### src/rtl/covert_pkg.sv
// Shared definitions for the environment-mediated covert channel.
// Used by the transmitter (covert_ook_tx) and by the receiver-side decoder.
//   tx_state_t        transmitter frame FSM states
//   DEFAULT_PREAMBLE  frame preamble pattern, sent MSB first
//   BYTE_W            payload width in bits
package covert_pkg;

  localparam int         BYTE_W           = 8;
  localparam logic [7:0] DEFAULT_PREAMBLE = 8'hAB;

  typedef enum logic [1:0] {
    IDLE,
    PREAMBLE,
    DATA,
    GUARD
  } tx_state_t;

endpackage

### src/rtl/covert_bit_timer.sv
// Loadable down-counter used for both bit windows and the guard interval.
// Ports:
//   clk       in   system clock
//   rst       in   synchronous reset, active-high (count cleared to 0)
//   load      in   load load_val on the next edge (takes priority over counting)
//   load_val  in   TW-bit reload value
//   done      out  count == 0
//   half      out  count == BIT_CYCLES/2 (last cycle of the first Manchester half)
// The counter parks at 0 when not reloaded.
module covert_bit_timer #(
  parameter int TW         = 2,
  parameter int BIT_CYCLES = 4
) (
  input  logic          clk,
  input  logic          rst,
  input  logic          load,
  input  logic [TW-1:0] load_val,
  output logic          done,
  output logic          half
);

  localparam logic [TW-1:0] HALF_VAL = TW'(BIT_CYCLES / 2);

  logic [TW-1:0] count;

  always_ff @(posedge clk) begin
    if (rst) begin
      count <= '0;
    end else if (load) begin
      count <= load_val;
    end else if (count != '0) begin
      count <= count - 1'b1;
    end
  end

  assign done = (count == '0);
  assign half = (count == HALF_VAL);

endmodule

### src/rtl/covert_ook_tx.sv
// Covert-channel transmitter: frames each accepted byte as PREAMBLE + 8 data bits
// (both MSB first) and keys every bit onto stress_en, which gates the on-chip load.
// Ports:
//   clk           in   system clock
//   rst           in   synchronous reset, active-high; aborts any frame in progress
//   tx_data       in   8-bit byte to send
//   tx_valid      in   tx_data is valid
//   tx_ready      out  high only in IDLE; byte accepted when tx_valid & tx_ready
//   stress_en     out  registered enable for the stress load
//   bit_strobe    out  one-cycle pulse in the first cycle of every bit window
//   frame_active  out  high during PREAMBLE and DATA
//   frames_sent   out  32-bit count of completed frames (wraps)
//   state         out  current FSM state (tx_state_t encoding), for observation
// Handshake: a transfer happens on any rising edge where tx_valid & tx_ready are both
// high; tx_ready is registered and only asserted while the FSM idles, so tx_data and
// tx_valid are ignored at all other times.
module covert_ook_tx #(
  parameter int               BIT_CYCLES   = 100_000,
  parameter int               GUARD_CYCLES = 50_000,
  parameter int               PRE_W        = 8,
  parameter logic [PRE_W-1:0] PREAMBLE     = covert_pkg::DEFAULT_PREAMBLE,
  parameter bit               MANCHESTER   = 1'b0
) (
  input  logic                         clk,
  input  logic                         rst,
  input  logic [covert_pkg::BYTE_W-1:0] tx_data,
  input  logic                         tx_valid,
  output logic                         tx_ready,
  output logic                         stress_en,
  output logic                         bit_strobe,
  output logic                         frame_active,
  output logic [31:0]                  frames_sent,
  output logic [1:0]                   state
);

  localparam int TMAX = (BIT_CYCLES > GUARD_CYCLES) ? BIT_CYCLES : GUARD_CYCLES;
  localparam int TW   = $clog2(TMAX);
  localparam int FW   = PRE_W + covert_pkg::BYTE_W;
  localparam int IW   = $clog2(FW);

  localparam logic [TW-1:0] BIT_LOAD   = TW'(BIT_CYCLES - 1);
  localparam logic [TW-1:0] GUARD_LOAD = TW'(GUARD_CYCLES - 1);
  localparam logic [IW-1:0] LAST_IDX   = IW'(FW - 1);
  localparam logic [IW-1:0] PRE_LAST   = IW'(PRE_W - 1);

  if (BIT_CYCLES < 2) begin : g_chk_bit_cycles
    $error("covert_ook_tx: BIT_CYCLES must be >= 2");
  end
  if (GUARD_CYCLES < 1) begin : g_chk_guard_cycles
    $error("covert_ook_tx: GUARD_CYCLES must be >= 1");
  end
  if (MANCHESTER && (BIT_CYCLES % 2 != 0)) begin : g_chk_manchester
    $error("covert_ook_tx: BIT_CYCLES must be even when MANCHESTER=1");
  end

  covert_pkg::tx_state_t cur_state;
  logic [FW-1:0]         shreg;     // MSB is the bit currently on air
  logic [IW-1:0]         bit_idx;
  logic                  t_done;
  logic                  t_half;
  logic                  t_load;
  logic [TW-1:0]         t_val;
  logic                  accept;

  assign accept = tx_valid & tx_ready;
  assign state  = cur_state;

  // Reload on accept and at the end of every bit; the last bit reloads the guard length.
  always_comb begin
    t_load = 1'b0;
    t_val  = BIT_LOAD;
    unique case (cur_state)
      covert_pkg::IDLE:     t_load = accept;
      covert_pkg::PREAMBLE,
      covert_pkg::DATA: begin
        if (t_done) begin
          t_load = 1'b1;
          t_val  = (bit_idx == LAST_IDX) ? GUARD_LOAD : BIT_LOAD;
        end
      end
      covert_pkg::GUARD:    t_load = 1'b0;
    endcase
  end

  covert_bit_timer #(
    .TW         (TW),
    .BIT_CYCLES (BIT_CYCLES)
  ) u_timer (
    .clk      (clk),
    .rst      (rst),
    .load     (t_load),
    .load_val (t_val),
    .done     (t_done),
    .half     (t_half)
  );

  always_ff @(posedge clk) begin
    if (rst) begin
      cur_state    <= covert_pkg::IDLE;
      shreg        <= '0;
      bit_idx      <= '0;
      stress_en    <= 1'b0;
      bit_strobe   <= 1'b0;
      frame_active <= 1'b0;
      tx_ready     <= 1'b0;
      frames_sent  <= '0;
    end else begin
      bit_strobe <= 1'b0;
      unique case (cur_state)
        covert_pkg::IDLE: begin
          if (accept) begin
            cur_state    <= covert_pkg::PREAMBLE;
            shreg        <= {PREAMBLE, tx_data};
            bit_idx      <= '0;
            stress_en    <= PREAMBLE[PRE_W-1];
            bit_strobe   <= 1'b1;
            frame_active <= 1'b1;
            tx_ready     <= 1'b0;
          end else begin
            tx_ready <= 1'b1;
          end
        end
        covert_pkg::PREAMBLE,
        covert_pkg::DATA: begin
          if (t_done) begin
            if (bit_idx == LAST_IDX) begin
              cur_state    <= covert_pkg::GUARD;
              stress_en    <= 1'b0;
              frame_active <= 1'b0;
            end else begin
              shreg      <= {shreg[FW-2:0], 1'b0};
              bit_idx    <= bit_idx + 1'b1;
              stress_en  <= shreg[FW-2];
              bit_strobe <= 1'b1;
              if (bit_idx == PRE_LAST) cur_state <= covert_pkg::DATA;
            end
          end else if (MANCHESTER && t_half) begin
            // Last cycle of the first half: second half carries the inverted bit.
            stress_en <= ~shreg[FW-1];
          end
        end
        covert_pkg::GUARD: begin
          if (t_done) begin
            cur_state   <= covert_pkg::IDLE;
            frames_sent <= frames_sent + 32'd1;
            tx_ready    <= 1'b1;
          end
        end
      endcase
    end
  end

endmodule

### config.mk
export PLATFORM = sky130hd
export DESIGN_NAME = covert_ook_tx
export DESIGN_NICKNAME = d
export VERILOG_FILES = /design/src/rtl/covert_pkg.sv /design/src/rtl/covert_bit_timer.sv /design/src/rtl/covert_ook_tx.sv
export SDC_FILE = /design/constraint.sdc
export NUM_CORES = 1
export LEC_CHECK = 0
export ABC_AREA = 0
export CORE_ASPECT_RATIO = 0.5
export CORE_UTILIZATION = 24
export DETAILED_ROUTE_END_ITERATION = 8
export GPL_TIMING_DRIVEN = 0
export PLACE_DENSITY_LB_ADDON = 0.2
export SLEW_MARGIN = 20
export SYNTH_ARGS = -nofsm -noshare
export SYNTH_HDL_FRONTEND = slang
export SYNTH_SLANG_ARGS = --single-unit
### constraint.sdc
create_clock -name clk -period 1.88 [get_ports clk]
set_input_delay 0.282 -clock clk [delete_from_list [all_inputs] [get_ports clk]]
set_output_delay 0.282 -clock clk [all_outputs]
set_load 0.03 [all_outputs]
[Word level (Yosys, flattened, before mapping)]
Index checks and enable logic that the tools add are counted.
Word-level totals
  output and inout port bits: 38
  input bits: 11
  logic and storage cells: 72
  register bits after elaboration: 74
Cells by class
  mux-type cells: 35
  $add $sub $neg: 3
  bitwise logic cells: 1
  eq/ne operators: 11
  reductions and logical operators: 13
Operators by type and width (number)
  17-bit two-way mux: 5
  15-bit two-way mux: 3
  32-bit by 1-bit adder with 32-bit output, second input constant: 1
  15-bit one-hot mux with 2 select lines: 1
  17-bit zero test: 1
  17-bit nonzero test: 1
  17-bit by 1-bit subtractor with 17-bit output, second input constant: 1
  4-bit two-way mux: 3
  4-bit AND reduction: 3
  1-bit two-way mux: 11
  2-bit two-way mux: 5
  2-bit != test, second input constant: 5
  1-bit one-hot mux with 2 select lines: 4
  4-bit one-hot mux with 2 select lines: 1
  2-bit one-hot mux with 3 select lines: 1
  2-bit nonzero test: 3
  4-bit by 1-bit adder with 4-bit output, second input constant: 1
  2-bit == test, second input constant: 2
  4-bit by 3-bit == test with 1-bit output, second input constant: 1
  4-bit == test, second input constant: 1
  2-bit AND reduction: 2
  3-bit != test, second input constant: 1
  1-bit one-hot mux with 3 select lines: 1
  3-bit AND reduction: 1
  4 further kinds: 4

[Logic depth before layout (Yosys ltp)]
  word-level depth: 5
  mapped depth: 10
  mapped depth without buffers: 7

[Cells and area by module]
Synthesis repeated with hierarchy kept, for this count alone.
Unflattened totals
  cells, all modules: 455
  area, all modules: 3813.7 um^2
Modules (own cells, without submodules)
  covert_ook_tx: instances 1, cells an instance 332, seq. area each 1141.1 um^2, area an instance 2792.7 um^2
  covert_bit_timer: instances 1, cells an instance 123, seq. area each 340.3 um^2, area an instance 1021.0 um^2

[Worst setup path before layout]
OpenSTA, ideal clock, no wires.
  kind: reg2reg
  start: reg frames_sent[4]
  end: reg frames_sent[23]
  setup slack: -394 ps
  arrival time: 2203 ps
  stages on the path, launching flop included: 7
  required time: 1810 ps
  period minus slack after synthesis: 2274 ps
  setup time: 70 ps
  buffers on the path: 1
  path through: dfxtp_1 -> nand4_2 -> or3_4 -> or3_4 -> buf_6 -> or4_1 -> a21oi_1
On the way
  word-level cells in the longest chain between the ends: 1
Ends and longest elaborated chain
  start, declared: RTL line covert_ook_tx.sv:32  | output logic [31:0] frames_sent,
  start signal, assigned: RTL line covert_ook_tx.sv:145  | frames_sent <= frames_sent + 32'd1;
  32-bit by 1-bit adder with 32-bit output: RTL line covert_ook_tx.sv:145
No other way between the ends.
A chain may end at the register's enable or synchronous reset.

[Worst setup path in the final report]
  start: reg u_timer.count[1]
  end: reg frames_sent[9]
On the way
  word-level cells in the longest chain between the ends: 2
Ends and longest elaborated chain
  start, declared: RTL line covert_bit_timer.sv:24  | logic [TW-1:0] count;
  start signal, assigned: RTL line covert_bit_timer.sv:30  | count <= load_val;
  start signal, assigned: RTL line covert_bit_timer.sv:32  | count <= count - 1'b1;
  17-bit zero test: RTL line covert_bit_timer.sv:36  | assign done = (count == '0);
  2-bit AND reduction (no source line)
No other way between the ends.

==> results.yml <==
layout:
  stdcell_area_um2: 6020
  fillers: 1433
  post-route-util_pct: 41.2
  drive_above_1_share_pct: 37.7
  layout.nets: 552
  syn2layout_area_growth_pct: 65.9
  n_antenna_cell: 0
die:
  coreArea_um2: 14600
  start_util_pct: 24.8
  die_w_um: 176
  die_h_um: 89.0
  ios: 49
  die-area_um2: 15600
  rows: 31
grt:
  grt_pass1_vias: 3449
  grt_max_degree: 13
  grt_pass1_wl_um: 18700
  gr-total-overflow: 0
  grt_use_met1_pct: 21.6
  grt_use_met2_pct: 23.7
  grt_use_total_pct: 15.5
  busiest_layer: "met2"
  grtUsageMet3_pct: 3.87
  antenna_found_initial: 0
synth:
  synth.top_cell.area_share_pct: 40.8
  yosys_register_bits: 74
  seq_area_frac_synth_pct: 40.8
  synth_async_sr_flop_share_pct: 0
  synth.distinct_cells: 47
  yosys-top-cells-area: "dfxtp_1 41%, a21oi_1 8.5%, o31ai_1 3.7%"
  synth_ff_type: "dfxtp_1"
  ys_warn_count: 0
  netlist_area_um2: 3630
  synth_edf_count: 0
  avgSynthCellArea_um2: 8.42
  synthCells: 431
  synth_area_leader_cell: "dfxtp_1"
  syn_nets: 448
route:
  finalWirelength_um: 12500
  firstDrtPassIters: 4
  via_per_inst: 5.10
  vias: 3758
  antenna_left: 0
  wl_per_cell_um: 16.9
  drc: 0
  drtIter0Drc: 214
run_status:
  status: "complete, but fails checks"
  violations: "negative setup slack"
power:
  power.share.clock_pct: 24.9
  cellPowerDensity_nw_per_um2: 1200
  p_int_mw: 4.56
  vdd.ir_drop.worst_mv: 0.540
  pwr-share-comb_pct: 44.2
  swShare_pct: 37.0
  power_switching_mw: 2.67
  seqPwrFrac_pct: 30.9
  power.leakage_nw: 2.02
worst_setup_path:
  path_max_fanout: 6
  slowest_delay_ns: 0.34
  critical_path_class: "reg -> reg"
  arrival_ns: 2.43
  crit_family: "simple AND/OR/NAND/NOR gates"
  rr_startpoint: "u_timer.count[1]$_SDFFE_PP0P_"
  worst-path-buf-inv: 3
  path_cells: "inv_2 > ha_2 > nor4b_4 > and4_1 > buf_6 > nand4_4 > clkbuf_16 > or3_1 > a21oi_1"
  critPathLaunch: "u_timer.count[1]$_SDFFE_PP0P_"
  worst_setup_path_start_kind: "flip-flop"
  slowest_stage: "dfxtp_2"
  end_kind: "flip-flop"
  crit_required_ns: 2.14
timing:
  setup_violations: 60
  tightestPinTransition_ns: 0.741
  slew_headroom_pct: 50.6
  grt_setup_unrepaired: "true"
  hold_violations: 0
  slew_violations: 0
  fmax_mhz: 462
  final.period_utilization_pct: 115
  tns_ns: -8.72
  min_period_ns: 2.16
  clock_skew_ns: 0.00759
  setup_ws_ns: -0.284
clock_network:
  insertion_delay_ns: 0.34
  cts_buffers: 9
  clock-root-buffer: "clkbuf_16"
  clock_sinks: 74
  clk_path_buf_depth: 2
  cts_tree: "built"
  cts-htree-levels: 3
  clkTransAtPathRegs_ns: 0.06
placed_design:
  place_hpwl_um: 7430
  place_area_um2: 4470
  gp_congestion: 0.802
  portBuffers: 48
hold_path:
  hold_path.class: "reg -> reg"
  hp-start: "shreg[13]$_SDFFE_PP0P_"
flow_run:
  drv_cap: 0
==> power groups by stage <==
| stage | logic, mW | clock network, mW | registers (mW) |
|---|---|---|---|
| after floorplan | 1.36 | 0 | 2.13 |
| after global placement | 1.82 | 0 | 2.15 |
| after detailed placement | 1.82 | 0 | 2.15 |
| after CTS | 2.41 | 1.83 | 2.18 |
| after global routing | 3.43 | 1.90 | 2.28 |
| final | 3.20 | 1.80 | 2.23 |
==> final cells by class <==
class	count	area, um2	area share, %
multi-input cells	324	2690	44.7
flip-flops and latches	74	1530	25.4
repair buffers	93	995	16.5
clock buffers	11	254	4.22
well taps	198	248	4.11
plain buffers	23	213	3.53
clock inverters	4	50.0	0.831
inverters	10	40.0	0.665
==> per-layer routing <==
metal	vias up	wire length, um	share of wire (%)
li1	1837	-	-
met1	1837	6320	51
met2	76	5630	45
met3	8	470	3.8
met4	0	59	0.47
met5	-	0	0
==> per-stage QoR <==
step	std cells	power (mW)	hold slack (ns)	setup slack (ns)
after floorplan	431	3.49	0.418	-0.138
after global placement	677	3.98	0.452	-0.467
after detailed placement	677	3.97	0.454	-0.460
after CTS	719	6.42	0.473	-0.240
after global routing	737	7.60	0.491	-0.386
final	737	7.24	0.476	-0.284
==> layout by cell type, fill, tap and decap left out, types with 5 or more instances in the layout <==
master	n
nor2_1	22
dfxtp_2	7
dfxtp_4	11
mux2i_1	8
buf_4	22
or3_4	6
or3_1	7
a211oi_2	8
clkbuf_16	13
a21oi_1	37
o21ai_1	9
buf_6	18
ha_1	5
a21oi_2	22
clkdlybuf4s50_1	46
clkbuf_1	10
o21ai_0	8
nor3_2	5
or4_1	11
o31ai_4	9
nand2_1	25
o31ai_2	7
nand3_1	15
inv_1	7
dfxtp_1	56
nand4_1	12
buf_8	11
xor2_1	11
xnor2_1	5
nor3_1	11
==> worst register-to-register path: stages (launching register included) <==
cell       delay, ns
dfxtp_2         0.34
inv_2           0.06
ha_2            0.19
nor4b_4         0.20
and4_1          0.26
buf_6           0.17
nand4_4         0.20
clkbuf_16       0.24
or3_1           0.30
a21oi_1         0.13
==> logic make-up (layout without fill, tap and decap cells) <==
logic type,count (synthesis),after routing,share of synthesized area (%)
adders and majority gates,6,6,2.07
and+or+nand+nor,165,167,26.4
AOI/OAI and AO/OA,125,125,20.1
xor gates and xnor gates,17,17,4.10
muxes,9,9,2.52
buffers and inverters,35,141,4.00
DFF,74,74,40.8
==> registers in the layout (all words and copies together), names as in the netlist <==
| register | count |
|---|---|
| tx_ready | 1 |
| frame_active | 1 |
| bit_strobe | 1 |
| state | 2 |
| shreg | 15 |
| u_timer.count | 17 |
| stress_en | 1 |
| bit_idx | 4 |
| frames_sent | 32 |
==> final timing paths <==
| check | end | slack [ns] | cells past startpoint |
|---|---|---|---|
| setup / recovery | frames_sent[9]$_SDFFE_PP0P_ | -0.28 | 9 |
| hold / removal | shreg[14]$_SDFFE_PP0P_ | 0.48 | 2 |
| setup reg to reg | frames_sent[9]$_SDFFE_PP0P_ | -0.28 | 9 |
| hold reg to reg | shreg[14]$_SDFFE_PP0P_ | 0.48 | 2 |
==> cells in the mapped netlist (4+ instances only) <==
library cell,instances
xnor2_1,6
nor3_1,17
or3_1,11
nand4_1,12
mux2i_1,8
a31oi_1,4
inv_1,9
ha_1,6
nand2_1,28
o31ai_1,18
buf_2,5
nor4b_1,4
or4_1,15
nand3_1,19
a21oi_1,62
o21ai_0,20
dfxtp_1,74
clkbuf_1,16
a211oi_1,12
and3_1,5
xor2_1,11
nor2_1,24
nor4_1,4
and4_1,4
==> repair_timing <==
| item | 4_1_cts | 5_1_grt |
|---|---|---|
| gates cloned | 7 | 3 |
| pin swaps | 56 | 43 |
| endpoints found under the setup margin | 73 | 73 |
| hold endpoints to repair | 0 | 0 |
| hold buffers | 0 | 0 |
| setup buffers | 21 | 16 |
| resized for setup | 99 | 104 |
Power figures use the tool's default switching activity.
==> edit, RTL diff (config.mk and constraints unchanged) <==
Make the reset (`rst`) asynchronous in 2 clocked blocks. Comments in the files are not updated.
--- a/src/rtl/covert_bit_timer.sv
+++ b/src/rtl/covert_bit_timer.sv
@@ -25,3 +25,3 @@
 
-  always_ff @(posedge clk) begin
+  always_ff @(posedge clk or posedge rst) begin
     if (rst) begin
--- a/src/rtl/covert_ook_tx.sv
+++ b/src/rtl/covert_ook_tx.sv
@@ -96,3 +96,3 @@
 
-  always_ff @(posedge clk) begin
+  always_ff @(posedge clk or posedge rst) begin
     if (rst) begin
Behaviour: differs if rst is asserted again (counterexample within 4 cycles, from zero or initial values and one cycle with rst high); with rst held inactive, the same outputs for 10 cycles.
==> edit against the unedited design <==
The run still ends with negative setup slack left; clock skew increased by 0.84 ps; setup slack got worse by 340 ps; wire length decreased by 19%; final area decreased by 3.8%; sequential cell count unchanged; non-clock buffer count decreased by 10; synthesized area increased by 1.5%.
Power is not compared: it rests on default switching activity, and its combinational part moved more than twofold at a synthesized area within 25%.
==> edit: results (changes against the unedited design) <==
- Cell Area, Synth: 0.00368 mm^2 (+1.5%)
- Metal2 WL: 4.61 mm (-18%)
- Seq/Total Area, Yosys: 50.3% (+9.5 points)
- Yosys cell types: 46 (-2.1%)
- CP endpoint: shreg[4]
- Worst setup path start: u_timer.count[4]
- Setup ws final: -622 ps (-337 ps)
- Number of clock buffers in the layout: 10 (-1)
- Fin Hold WS: 346 ps (-130 ps)
- Wire per inst: 14.8 um (-13%)
- Multi-input combinational area share: 38.7% (-6.0 points)
- Final HPWL DP: 6.53 mm (-12%)
- Main area contributors after synthesis: dfrtp_1 50%, xnor2_1 7.1%, nand3_1 4.3%
- FFs & Latches: 74 (unchanged)
- Worst Skew: 8.43 ps (+0.839 ps)
- Clk cell area share: 5.77% (+0.72 points)
- Run status: finished, violations left
- Via density: 4.70 (-7.8%)
- # Post-CTS Setup Buffers: 35 (+67%)
- Total track usage: 13.4% (-2.1 points)
- Post-Synthesis Cells: 379 (-12%)
- DRT Pass-1 Iters: 4 (unchanged)
- Post-place setup slack: -1250 ps (-785 ps)
- GPL Wtd Cong: 0.731 (-8.9%)
- Slew HR: 51.2% (+0.66 points)
- Layout cell share with drive strength beyond 1: 33.2% (-4.5 points)
- Placed cell count: 627 (-7.4%)
- Failing checks: negative setup slack
- Asr flop ratio synth: 100% (+100 points)
- Setup TNS: -29,760 ps (-21,040 ps)
- HP Class: input pin to async pin
- Largest net degree at the start of global routing: 32 (+19)
- Met1 Wirelength: 4.90 mm (-22%)
- Met2 Usage GRT: 20.7% (-3.0 points)
- GR Util met1: 18.3% (-3.4 points)
- Non-clock buffer area fraction after layout: 18.6% (-1.4 points)
- Slowest-stage cell, CP: or4_4
- Setup violators final: 74 (+23%)
- Filler cells: 1,462 (+2.0%)
- Max FO, Critical Path: 5 (-1)
- R2R depth: 7 (-2)
- Worst r2r dst: shreg[4]
- Vias in the first global route: 3,120 (-9.5%)
- Fraction of area in registers: 32.0% (+6.5 points)
- Met3 GRT Util: 3.16% (-0.71 points)
- Drt first-iter violations: 125 (-42%)
- Slowest Stage Delay on Critical Path: 580 ps (+240 ps)
- Commonest cells in the netlist: 74 x dfrtp_1, 37 x nand2_1, 33 x nor2_1, 32 x nand3_1, 30 x xnor2_1
- Syn nets: 396 (-12%)
- Net count, final: 497 (-10%)
- Post_cts resized: 95 (-4.0%)
- Placed instance area: 0.00457 mm^2 (+2.2%)
- First-pass GRT wire length: 16.2 mm (-13%)
- Inverters: 9 (-1)
- WL final: 10.1 mm (-19%)
- Multi-In Gates: 280 (-14%)
- WL met3: 478 um (+1.7%)
- Plain + repair buffers: 106 (-8.6%)
edit: changes by cell type in the layout (fill, tap and decap cells not counted), sizes merged, moves of 5 or more:
cell	before	now
a211oi	12	1
a21oi	62	6
clkbuf	26	16
dfrtp	0	74
dfxtp	74	0
nand2	28	37
nand3	21	32
nor2	24	33
nor4	6	11
o21ai	23	18
o31ai	18	4
or3	13	4
or4	15	7
xnor2	6	30
edit: power by group:
| part | switching, mW | internal [mW] |
|---|---|---|
| logic | 0.0379 | 0.0273 |
| registers | 0 | 1.59 |
| clock network | 0.733 | 1.22 |
edit: kinds of logic (layout without fill, tap and decap cells):
family | Yosys count | after routing | share of synthesized area, %
DFF | 74 | 74 | 50.3
muxes | 9 | 9 | 2.48
adders and majority gates | 6 | 6 | 2.04
AOI/OAI and AO/OA | 41 | 41 | 6.90
buffers and inverters | 25 | 131 | 2.85
and+or+nand+nor | 182 | 182 | 25.5
xor gates and xnor gates | 42 | 42 | 9.99
